<file path="config.mk">
export PLATFORM = sky130hd
export DESIGN_NAME = spi_slave
export DESIGN_NICKNAME = d
export VERILOG_FILES = /design/src/rtl/spi_pkg.sv /design/src/rtl/spi_sync_edge.sv /design/src/rtl/spi_slave.sv
export SDC_FILE = /design/constraint.sdc
export NUM_CORES = 1
export LEC_CHECK = 0
export CORE_MARGIN = 4
export CORE_UTILIZATION = 56
export DETAILED_ROUTE_END_ITERATION = 16
export PLACE_DENSITY = 0.86
export SLEW_MARGIN = 10
export SYNTH_ARGS = -nofsm -noshare
export SYNTH_HDL_FRONTEND = slang
export SYNTH_SLANG_ARGS = --single-unit
</file>
<file path="constraint.sdc">
create_clock -name clk -period 4.9 [get_ports clk]
set_clock_uncertainty 0.2 [all_clocks]
set_input_delay 0.735 -clock clk [delete_from_list [all_inputs] [get_ports clk]]
set_output_delay 0.735 -clock clk [all_outputs]
set_load 0.005 [all_outputs]
</file>
<file path="src/rtl/spi_pkg.sv">
// Shared SPI definitions: mode encodings, responder states and the bit-order
// helper that both the master and the slave use to pick the first bit of a word.
package spi_pkg;

  localparam logic [1:0] MODE00 = 2'b00;
  localparam logic [1:0] MODE01 = 2'b01;
  localparam logic [1:0] MODE10 = 2'b10;
  localparam logic [1:0] MODE11 = 2'b11;

  typedef enum logic {
    ST_IDLE   = 1'b0,
    ST_ACTIVE = 1'b1
  } slave_state_t;

  // Word position of the cnt-th bit on the wire.
  function automatic int bit_index(input int cnt, input bit lsb_first, input int data_width);
    return lsb_first ? cnt : (data_width - 1 - cnt);
  endfunction

endpackage

</file>
<file path="src/rtl/spi_sync_edge.sv">
// Two-flop synchronizer for an asynchronous input followed by an edge register,
// giving the synchronized level and single-cycle rise/fall strobes.
module spi_sync_edge #(
  parameter logic RST_VAL = 1'b0
) (
  input  logic clk,
  input  logic rst_n,
  input  logic i_async,
  output logic o_sync,
  output logic o_rise,
  output logic o_fall
);

  logic r_meta;
  logic r_sync;
  logic r_prev;

  always_ff @(posedge clk or negedge rst_n) begin
    if (!rst_n) begin
      r_meta <= RST_VAL;
      r_sync <= RST_VAL;
      r_prev <= RST_VAL;
    end else begin
      r_meta <= i_async;
      r_sync <= r_meta;
      r_prev <= r_sync;
    end
  end

  assign o_sync = r_sync;
  assign o_rise = r_sync & ~r_prev;
  assign o_fall = ~r_sync & r_prev;

endmodule

</file>
<file path="src/rtl/spi_slave.sv">
// SPI responder in the local clk domain: oversamples sck/cs/mosi, returns the
// shadowed tx word on miso and presents each complete rx word with a valid pulse.
module spi_slave
  import spi_pkg::*;
#(
  parameter int         DATA_WIDTH = 10,
  parameter logic [1:0] MODE       = MODE00,
  parameter logic       LSB_FIRST  = 1'b0
) (
  input  logic                  clk,
  input  logic                  rst_n,
  input  logic                  sck,
  input  logic                  cs,
  input  logic                  mosi,
  output logic                  miso,
  input  logic [DATA_WIDTH-1:0] tx_data,
  input  logic                  tx_load,
  output logic [DATA_WIDTH-1:0] rx_data,
  output logic                  rx_valid,
  output logic                  busy,
  output logic                  frame_abort
);

  localparam logic CPOL = MODE[1];
  localparam logic CPHA = MODE[0];
  localparam int   CW   = $clog2(DATA_WIDTH + 1);
  localparam int   FIRST_IDX = bit_index(0, LSB_FIRST, DATA_WIDTH);
  localparam logic [CW-1:0] CNT_FULL = CW'(DATA_WIDTH);

  logic w_sck_level_unused;
  logic w_sck_rise, w_sck_fall;
  logic w_cs_sync, w_cs_rise, w_cs_fall;
  logic w_lead, w_trail, w_sample_edge, w_shift_edge;

  spi_sync_edge #(.RST_VAL(CPOL)) u_sck_sync (
    .clk     (clk),
    .rst_n   (rst_n),
    .i_async (sck),
    .o_sync  (w_sck_level_unused),
    .o_rise  (w_sck_rise),
    .o_fall  (w_sck_fall)
  );

  spi_sync_edge #(.RST_VAL(1'b1)) u_cs_sync (
    .clk     (clk),
    .rst_n   (rst_n),
    .i_async (cs),
    .o_sync  (w_cs_sync),
    .o_rise  (w_cs_rise),
    .o_fall  (w_cs_fall)
  );

  // mosi is only ever read on an sck edge, so it needs no edge register.
  logic r_mosi_meta, r_mosi_sync;
  always_ff @(posedge clk or negedge rst_n) begin
    if (!rst_n) begin
      r_mosi_meta <= 1'b1;
      r_mosi_sync <= 1'b1;
    end else begin
      r_mosi_meta <= mosi;
      r_mosi_sync <= r_mosi_meta;
    end
  end

  assign w_lead        = CPOL ? w_sck_fall : w_sck_rise;
  assign w_trail       = CPOL ? w_sck_rise : w_sck_fall;
  assign w_sample_edge = CPHA ? w_trail : w_lead;
  assign w_shift_edge  = CPHA ? w_lead  : w_trail;

  slave_state_t          r_state, w_state_next;
  logic [DATA_WIDTH-1:0] r_tx_shadow, w_tx_shadow_next;
  logic [DATA_WIDTH-1:0] r_tx_shift, w_tx_shift_next;
  logic [DATA_WIDTH-1:0] r_rx_shift, w_rx_shift_next;
  logic [DATA_WIDTH-1:0] r_rx_data, w_rx_data_next;
  logic [CW-1:0]         r_bit_cnt, w_bit_cnt_next;
  logic                  r_miso, w_miso_next;
  logic                  r_rx_valid, w_rx_valid_next;
  logic                  r_abort, w_abort_next;
  logic [DATA_WIDTH-1:0] w_tx_src, w_tx_shifted, w_rx_shifted;

  assign w_tx_src     = tx_load ? tx_data : r_tx_shadow;
  assign w_tx_shifted = LSB_FIRST ? {1'b1, r_tx_shift[DATA_WIDTH-1:1]}
                                  : {r_tx_shift[DATA_WIDTH-2:0], 1'b1};
  assign w_rx_shifted = LSB_FIRST ? {r_mosi_sync, r_rx_shift[DATA_WIDTH-1:1]}
                                  : {r_rx_shift[DATA_WIDTH-2:0], r_mosi_sync};

  always_ff @(posedge clk or negedge rst_n) begin
    if (!rst_n) begin
      r_state     <= ST_IDLE;
      r_tx_shadow <= '0;
      r_tx_shift  <= '0;
      r_rx_shift  <= '0;
      r_rx_data   <= '0;
      r_bit_cnt   <= '0;
      r_miso      <= 1'b1;
      r_rx_valid  <= 1'b0;
      r_abort     <= 1'b0;
    end else begin
      r_state     <= w_state_next;
      r_tx_shadow <= w_tx_shadow_next;
      r_tx_shift  <= w_tx_shift_next;
      r_rx_shift  <= w_rx_shift_next;
      r_rx_data   <= w_rx_data_next;
      r_bit_cnt   <= w_bit_cnt_next;
      r_miso      <= w_miso_next;
      r_rx_valid  <= w_rx_valid_next;
      r_abort     <= w_abort_next;
    end
  end

  always_comb begin
    w_state_next     = r_state;
    w_tx_shadow_next = w_tx_src;
    w_tx_shift_next  = r_tx_shift;
    w_rx_shift_next  = r_rx_shift;
    w_rx_data_next   = r_rx_data;
    w_bit_cnt_next   = r_bit_cnt;
    w_miso_next      = r_miso;
    w_rx_valid_next  = 1'b0;
    w_abort_next     = 1'b0;
    case (r_state)
      ST_IDLE: begin
        if (w_cs_fall) begin
          w_state_next    = ST_ACTIVE;
          w_tx_shift_next = w_tx_src;
          w_bit_cnt_next  = '0;
          if (!CPHA) w_miso_next = w_tx_src[FIRST_IDX];
        end
      end
      ST_ACTIVE: begin
        // With CPHA=1 the first leading edge presents bit 0 without shifting.
        if (w_shift_edge && (r_bit_cnt < CNT_FULL)) begin
          if (CPHA && (r_bit_cnt == '0)) begin
            w_miso_next = r_tx_shift[FIRST_IDX];
          end else begin
            w_tx_shift_next = w_tx_shifted;
            w_miso_next     = w_tx_shifted[FIRST_IDX];
          end
        end
        if (w_sample_edge && (r_bit_cnt < CNT_FULL)) begin
          w_rx_shift_next = w_rx_shifted;
          w_bit_cnt_next  = r_bit_cnt + 1'b1;
          if (w_bit_cnt_next == CNT_FULL) begin
            w_rx_data_next  = w_rx_shifted;
            w_rx_valid_next = 1'b1;
          end
        end
        if (w_cs_rise) begin
          w_state_next = ST_IDLE;
          w_miso_next  = 1'b1;
          w_abort_next = (w_bit_cnt_next != CNT_FULL);
        end
      end
      default: w_state_next = ST_IDLE;
    endcase
  end

  assign miso        = r_miso;
  assign rx_data     = r_rx_data;
  assign rx_valid    = r_rx_valid;
  assign busy        = ~w_cs_sync;
  assign frame_abort = r_abort;

endmodule

</file>
== Yosys cells after proc, flatten, opt, wreduce, memory -nomap -nowiden ==
Cells that the tools add are included.
Widths: inputs -> output; s select.
Storage, ports and cells
  register bits: 54
  bits in latches: 0
  memory bits (writable): 0
  memory bits (read-only): 0
  input bits: 16
  output and inout bits: 14
  word-level logic and storage cells: 59
  memories: 0
Cells by class
  add/sub/neg operators: 1
  multipliers: 0
  divide/modulo/power cells: 0
  order comparisons: 1
  equal/unequal tests: 5
  shift operators: 0
  mux-type cells: 20
  bitwise logic cells: 9
  reductions and logical operators: 6
Operator list (number)
  $mux 9: 2
  $pmux 9 s2: 1
  $mux 4: 3
  $mux 1: 10
  $mux 10: 1
  $pmux 4 s2: 1
  $reduce_and 2->1: 3
  $not 1->1: 5
  $add 4x1->4 const B: 1
  $and 1x1->1: 4
  $eq 4x4->1 const B: 1
  $lt 4x4->1 const B: 1
  $ne 2x1->1 const B: 2
  $ne 4x4->1 const B: 1
  $pmux 1 s2: 2
  $ne 3x1->1 const B: 1
  $reduce_and 3->1: 1
  $logic_and 1x1->1: 2

== Depth between registers and ports, before layout ==
Gate-level depths: netlist (run 1).
  word-level depth: 8
  gate-level depth with buffers: 6
  gate-level depth less buffers: 5

== Modules after synthesis ==
Synthesis (run 1) repeated with hierarchy kept, for this count alone.
Second synthesis, totals
  cells, all modules: 166
  area total of the unflattened synthesis: 2272.2 µm²
By module, submodules not included
  spi_slave: instances 1, cells each 156, area each 2088.3 µm², sequential area each 1204.9 µm²
  spi_sync_edge at u_cs_sync: instances 1, cells each 5, area each 93.8 µm², sequential area each 78.8 µm²
  spi_sync_edge at u_sck_sync: instances 1, cells each 5, area each 90.1 µm², sequential area each 75.1 µm²

== Worst setup path before layout (run 1) ==
No wires, ideal clock.
  path type: input -> register
  from: in tx_load
  to: reg r_miso, in the netlist miso
  setup time: 0.078 ns
  data arrival time: 1.862 ns
  data required time: 4.622 ns
  path slack: 2.760 ns
  stages: 5
  path buffers: 1
  cells stage by stage: clkbuf_1 -> mux2_2 -> mux2_2 -> mux2i_1 -> nand2_1
Between the ends
  cells in the longest elaborated chain, start to end: 3
Ends and longest elaborated chain
  start, declared: RTL line spi_slave.sv:17  | input logic tx_load,
  $mux 10: RTL line spi_slave.sv:81  | assign w_tx_src = tx_load ? tx_data : r_tx_shadow;
  net w_tx_shadow_next[9]: RTL line spi_slave.sv:71  | logic [DATA_WIDTH-1:0] r_tx_shadow, w_tx_shadow_next;
  $mux 1: RTL line spi_slave.sv:123  | if (w_cs_fall) begin
  $pmux 1 s2: RTL line spi_slave.sv:121  | case (r_state)
  end signal, assigned: RTL line spi_slave.sv:105  | r_miso <= w_miso_next;
  end, declared: RTL line spi_slave.sv:76  | logic r_miso, w_miso_next;
The timed path passes the listed nets, and every way through them passes these cells. The select of a mux whose other input is x is not followed.
A chain may end at the register's enable or synchronous reset.

== Worst setup path after layout (run 1) ==
Same ends and word-level chain as after synthesis.

==> results.md, run 1 <==
- CTS Root Cell: clkbuf_8
- Pleak: 0.00125 µW
- Fin crit share: 0.474
- Postcts setup bufs: 0
- TritonCTS buffer count: 5
- Post-Syn Instances: 188
- Non-filler cells, final: 264
- Max rail drop VDD: 371 µV
- HP Class: register to register
- Global route overflow: 0
- Total number of vias: 1424
- Core area: 3800 µm²
- WL final: 3860 µm
- Worst Path Arrival: 2.35 ns
- Mapped Area: 2290 µm²
- Worst-path clk slew: 0.09 ns
- Slew headroom: 0.548
- Critical path launch point type: input port
- Die width: 72.0 µm
- Synth-to-Final Area Change: 17.5%
- Dpl ws: 2.27 ns
- Shortest period the worst path allows: 2.32 ns
- Syn_nets: 206
- Mapped Avg Cell Area: 12.2 µm²
- Drt initial violations: 92
- Critical Path End Type: register
- Post-synth top flop: dfrtp_1
- Post-CTS sizing: 0
- Largest cells by area after synthesis: dfrtp_1, dfstp_2, mux2_4
- Die height: 72.0 µm
- Placed wire-length estimate: 2670 µm
- Synth Warn #: 0
- RSZ-0062 raised after global routing: false
- # clock sinks: 54
- Full die area: 5180 µm²
- Largest net degree at the start of global routing: 55
- Worst EP required: 4.92 ns
- Initial antenna violation count: 0
- Drt first pass iters: 4
- Synth top area share: 0.524
- Synth unique cells: 34
- Fillers: 274
- Cts hold-fix bufs: 0
- Initial cell density of the core: 0.603
- Seq cells post-synth: 54
- Nets@finish: 233
- Placed cell count: 256
- Antenna Nets Post-Route: 0
- TritonCTS clock tree: yes
- Sequential cell area fraction in the yosys report: 0.593
- Synth async-reset ratio: 1.00
- Cell Pwr Density: 471 nW/µm²
- Crit Path Category: input port to register
- Max-Cap Viols: 0
- First-pass GRT wire length: 6630 µm
- Post-Route Setup TNS: 0 ns
- Worst-Margin Slew: 0.678 ns
- Post-DR vias/cell: 5.39
- Remaining routing DRC violations: 0
- Number of global-route vias before repair: 1408
- Worst-skew pair later-pin latency: 0.29 ns
- Routed len/inst: 14.6 µm
- Largest fanout on the critical path: 10
- Synth area leader: dfrtp_1
- FP Rows: 22
- Final setup viols: 0
- Share of cells above drive strength 1: 0.194
- Post-synth EDFFs: 0
- H-tree depth: 2
- Peak Freq: 0.430 GHz
- Status: finished, final reports clean
- Ant diodes: 0
- Hold Vio Cnt, Final: 0
- Gr usage total: 0.164
- Input/output buffers: 29
- Worst-case clock buffer depth: 2
- I/O pin total: 30
- Final WS setup: 2.58 ns
- GPL Wtd Cong: 0.845
- Slew Limit Fails: 0
-- stage by stage --
step                      instance area [µm²]  power [µW]  hold WS [ns]  utilization
after detailed placement                 2590         995         0.137        0.681
after floorplan                          2290         880         0.131            -
final                                    2690        1270         0.155        0.709
after global placement                   2590         970         0.134        0.681
after global routing                     2690        1360         0.167        0.709
after CTS                                2690        1280         0.158        0.709
-- cell usage after synthesis, types with 2 or more instances --
library cell,count
dfrtp_1,48
nand2_1,35
nor2_1,13
mux2_2,12
a21oi_1,10
mux2i_1,10
mux2_4,9
dfstp_2,6
clkbuf_1,5
o21ai_0,5
inv_1,4
nand2b_1,3
a31oi_1,2
buf_2,2
buf_6,2
ha_1,2
nand3_1,2
nand3b_1,2
-- final cells by class --
| type | instances | area, µm² | share of cell area |
|---|---|---|---|
| clock inverter | 1 | 30.0 | 0.0112 |
| multi-input combinational | 119 | 856 | 0.318 |
| sequential | 54 | 1360 | 0.505 |
| inverter | 5 | 18.8 | 0.00697 |
| timing repair buffer | 30 | 293 | 0.109 |
| clock buffer | 7 | 76.3 | 0.0283 |
| tap | 48 | 60.1 | 0.0223 |
-- critical path, cell delays in order --
cell and delay [ns]:
clkdlybuf4s50_1 0.75, mux2_2 0.40, mux2_2 0.26, mux2i_1 0.13, nand2_1 0.07
-- flip-flops by register name, summed over array words and instances, names as in the netlist --
name	cells
r_mosi_meta	1
u_sck_sync.r_prev	1
r_mosi_sync	1
u_sck_sync.r_meta	1
u_sck_sync.o_sync	1
rx_valid	1
r_tx_shadow	10
r_bit_cnt	4
rx_data	10
frame_abort	1
u_cs_sync.r_meta	1
r_rx_shift	9
u_cs_sync.r_prev	1
r_tx_shift	9
miso	1
r_state	1
u_cs_sync.o_sync	1
-- routing by layer --
| layer | share of wire | GRT usage | vias up |
|---|---|---|---|
| met5 | 0 | 0 | - |
| met4 | 0.0044 | 0.0397 | 0 |
| li1 | - | - | 686 |
| met3 | 0.055 | 0.0485 | 2 |
| met2 | 0.50 | 0.269 | 48 |
| met1 | 0.44 | 0.216 | 688 |
-- logic make-up after synthesis --
family,count (synthesis),synth area share
simple gates,58,0.110
flops,54,0.593
compound gates,27,0.0868
fa+ha+maj,2,0.0109
xor+xnor,1,0.00382
mux,31,0.162
buf+inv,15,0.0338
-- worst paths after layout --
| kind | startpoint | end | slack [ns] | depth (start not counted) |
|---|---|---|---|---|
| worst max-delay path | tx_load | miso | 2.58 | 5 |
| worst min-delay path | u_sck_sync.r_meta | u_sck_sync.o_sync | 0.16 | 0 |
| worst max register to register | r_state | rx_data[4] | 2.74 | 4 |
| worst min register to register | u_sck_sync.r_meta | u_sck_sync.o_sync | 0.16 | 0 |
| max in group asynchronous | rst_n | r_tx_shift[4] | 3.71 | 2 |
| min in group asynchronous | rst_n | r_rx_shift[0] | 0.35 | 2 |
-- report_power, final --
| group | internal (µW) | switching (µW) | leakage (µW) | total, µW |
|---|---|---|---|---|
| Clock | 153 | 128 | 0.0000524 | 280 |
| Sequential | 562 | 94.0 | 0.000655 | 656 |
| Combinational | 184 | 148 | 0.000539 | 332 |
| Total | 899 | 370 | 0.00125 | 1270 |
-- cell usage in the layout (no fill, tap or decap), types with 6 or more instances in the layout --
cell type        instances
a21oi_1                 10
clkdlybuf4s50_1         28
dfrtp_1                 48
dfstp_2                  6
mux2_2                  12
mux2_4                   9
mux2i_1                 10
nand2_1                 35
nor2_1                  13
Power figures use the tool's default switching activity.
==> run 2, diff against run 1 <==
--- a/config.mk
+++ b/config.mk
@@ -6,9 +6,9 @@
 export NUM_CORES = 1
 export LEC_CHECK = 0
 export CORE_MARGIN = 4
-export CORE_UTILIZATION = 56
+export CORE_UTILIZATION = 54
 export DETAILED_ROUTE_END_ITERATION = 16
-export PLACE_DENSITY = 0.86
+export PLACE_DENSITY = 0.83
 export SLEW_MARGIN = 10
 export SYNTH_ARGS = -nofsm -noshare
 export SYNTH_HDL_FRONTEND = slang
==> constraint.sdc (replaced) <==
create_clock -name clk -period 2.2 [get_ports clk]
set_clock_uncertainty 0.2 [all_clocks]
set_input_delay 0.33 -clock clk [delete_from_list [all_inputs] [get_ports clk]]
set_output_delay 0.33 -clock clk [all_outputs]
set_load 0.005 [all_outputs]
==> results.md, run 2 (synthesized netlist as in run 1, its figures left out) <==
- Fillers: 304
- Initial antenna violation count: 0
- Routed len/inst: 13.6 µm
- Drt initial violations: 91
- Largest fanout on the critical path: 11
- Placed wire-length estimate: 2710 µm
- Number of global-route vias before repair: 1464
- Die width: 73.2 µm
- Util after Layout: 0.676
- FP Rows: 23
- Remaining routing DRC violations: 0
- Nets@finish: 240
- Global route overflow: 0
- Cell Pwr Density: 999 nW/µm²
- Sw Share: 0.304
- RR Endpoint: rx_data[6]
- CTS Root Cell: clkbuf_8
- Fin crit share: 0.901
- H-tree depth: 2
- P_sw: 833 µW
- Flop pwr share: 0.530
- Worst Path Arrival: 1.97 ns
- Input/output buffers: 29
- Post-DR vias/cell: 5.24
- RSZ-0062 raised after global routing: false
- Slew Limit Fails: 0
- Worst Hold Depth: 0
- Max-Cap Viols: 0
- Synth-to-Final Area Change: 19.7%
- Antenna Nets Post-Route: 0
- Critical Path End Type: register
- Ant diodes: 0
- Peak Freq: 0.504 GHz
- Worst-Margin Slew: 0.641 ns
- TritonCTS clock tree: yes
- Internal power: 1910 µW
- Critical path launch point type: register
- I/O pin total: 30
- Gr usage total: 0.160
- Worst-case clock buffer depth: 2
- Initial cell density of the core: 0.565
- Crit Path Category: register to register
- Die height: 73.2 µm
- First-pass GRT wire length: 6530 µm
- Min-delay src: r_mosi_meta
- Drt first pass iters: 4
- WL final: 3720 µm
- # clock sinks: 54
- Hold endpoint: r_mosi_sync
- TritonCTS buffer count: 5
- Reg2reg start: r_bit_cnt[1]
- Largest net degree at the start of global routing: 55
- Comb pwr share: 0.273
- Final setup viols: 0
- Power share of the clock group: 0.197
- Worst-skew pair later-pin latency: 0.30 ns
- Hold Vio Cnt, Final: 0
- Share of cells above drive strength 1: 0.220
- Beginning of the critical path: r_bit_cnt[1]
- R2R depth: 6
- Post-Route Setup TNS: 0 ns
- Shortest period the worst path allows: 1.98 ns
- Max rail drop VDD: 551 µV
- Slew headroom: 0.573
- Worst-path clk slew: 0.09 ns
- Total number of vias: 1430
- Full die area: 5350 µm²
- Postcts setup bufs: 0
- Tot Pwr: 2740 µW
- Commonest non-fill, non-tap cell in the layout: dfrtp_1
- Status: finished, final reports clean
- Flop2flop setup slack: 0.22 ns
- Pleak: 0.00128 µW
- Most frequent cells in the layout: dfrtp_1, nand2_1, clkdlybuf4s50_1, nor2_1, mux2_2
- Core area: 4060 µm²
- HP Class: register to register
- Worst EP required: 2.19 ns
- GPL Wtd Cong: 0.799
[run 2: critical path, stage by stage (launching register included)]
cell and delay, ns:
dfrtp_1 0.53, ha_1 0.28, nand2_1 0.06, a21oi_1 0.23, o211ai_4 0.12, buf_12 0.16, mux2_4 0.29
[run 2: worst max path at each step]
stage,cells after the start,slack (ns),endpoint
final,6,0.22,rx_data[6]
after floorplan,6,0.28,rx_data[1]
after global routing,6,0.10,rx_data[6]
after detailed placement,5,0.20,miso
after CTS,6,0.21,rx_data[3]
after global placement,5,0.20,miso
[run 2: repair_timing]
| item | 4_1_cts | 5_1_grt |
|---|---|---|
| hold endpoints to repair | 48 | 0 |
| hold buffers | 1 | 0 |
| gates resized for setup | 0 | 0 |
[run 2: layout make-up]
type / instances / area [µm²] / area share
clock inverters: 2 / 13.8 / 0.00502
flip-flops and latches: 54 / 1360 / 0.495
multi-input cells: 119 / 856 / 0.312
repair buffers: 37 / 360 / 0.131
clock buffers: 6 / 72.6 / 0.0265
well taps: 50 / 62.6 / 0.0228
inverters: 5 / 18.8 / 0.00684
[run 2: power groups by stage]
stage               Sequential (µW)  Clock [µW]  Combinational [µW]
CTS                            1460         557                 759
global route                   1500         598                 837
floorplan                      1390           0                 566
finish                         1450         539                 748
detailed placement             1480           0                 758
global placement               1460           0                 728
[run 2: per-layer routing]
layer / wire length [µm] / up-vias / global-route usage / share of wire
met4: 55 / 0 / 0.0553 / 0.015
met2: 1810 / 31 / 0.270 / 0.49
met5: 0 / - / 0 / 0
met3: 188 / 7 / 0.0496 / 0.050
met1: 1670 / 690 / 0.193 / 0.45
li1: - / 702 / - / -
[run 2: through the flow]
step,setup WS (ns),area (µm²),cells,hold slack [ns]
floorplan,0.278,2290,188,-0.166
global placement,0.201,2650,264,0.136
detailed placement,0.199,2650,264,0.142
CTS,0.212,2740,273,0.164
global route,0.103,2740,273,0.165
finish,0.218,2740,273,0.161
==> run 3, diff against run 2 <==
--- a/config.mk
+++ b/config.mk
@@ -7,6 +7,7 @@
 export LEC_CHECK = 0
 export CORE_MARGIN = 4
 export CORE_UTILIZATION = 54
+export CTS_CLUSTER_DIAMETER = 150
 export DETAILED_ROUTE_END_ITERATION = 16
 export PLACE_DENSITY = 0.83
 export SLEW_MARGIN = 10
==> results of run 3 <==
The final DEF is identical to that of run 2; final timing and power are the same.
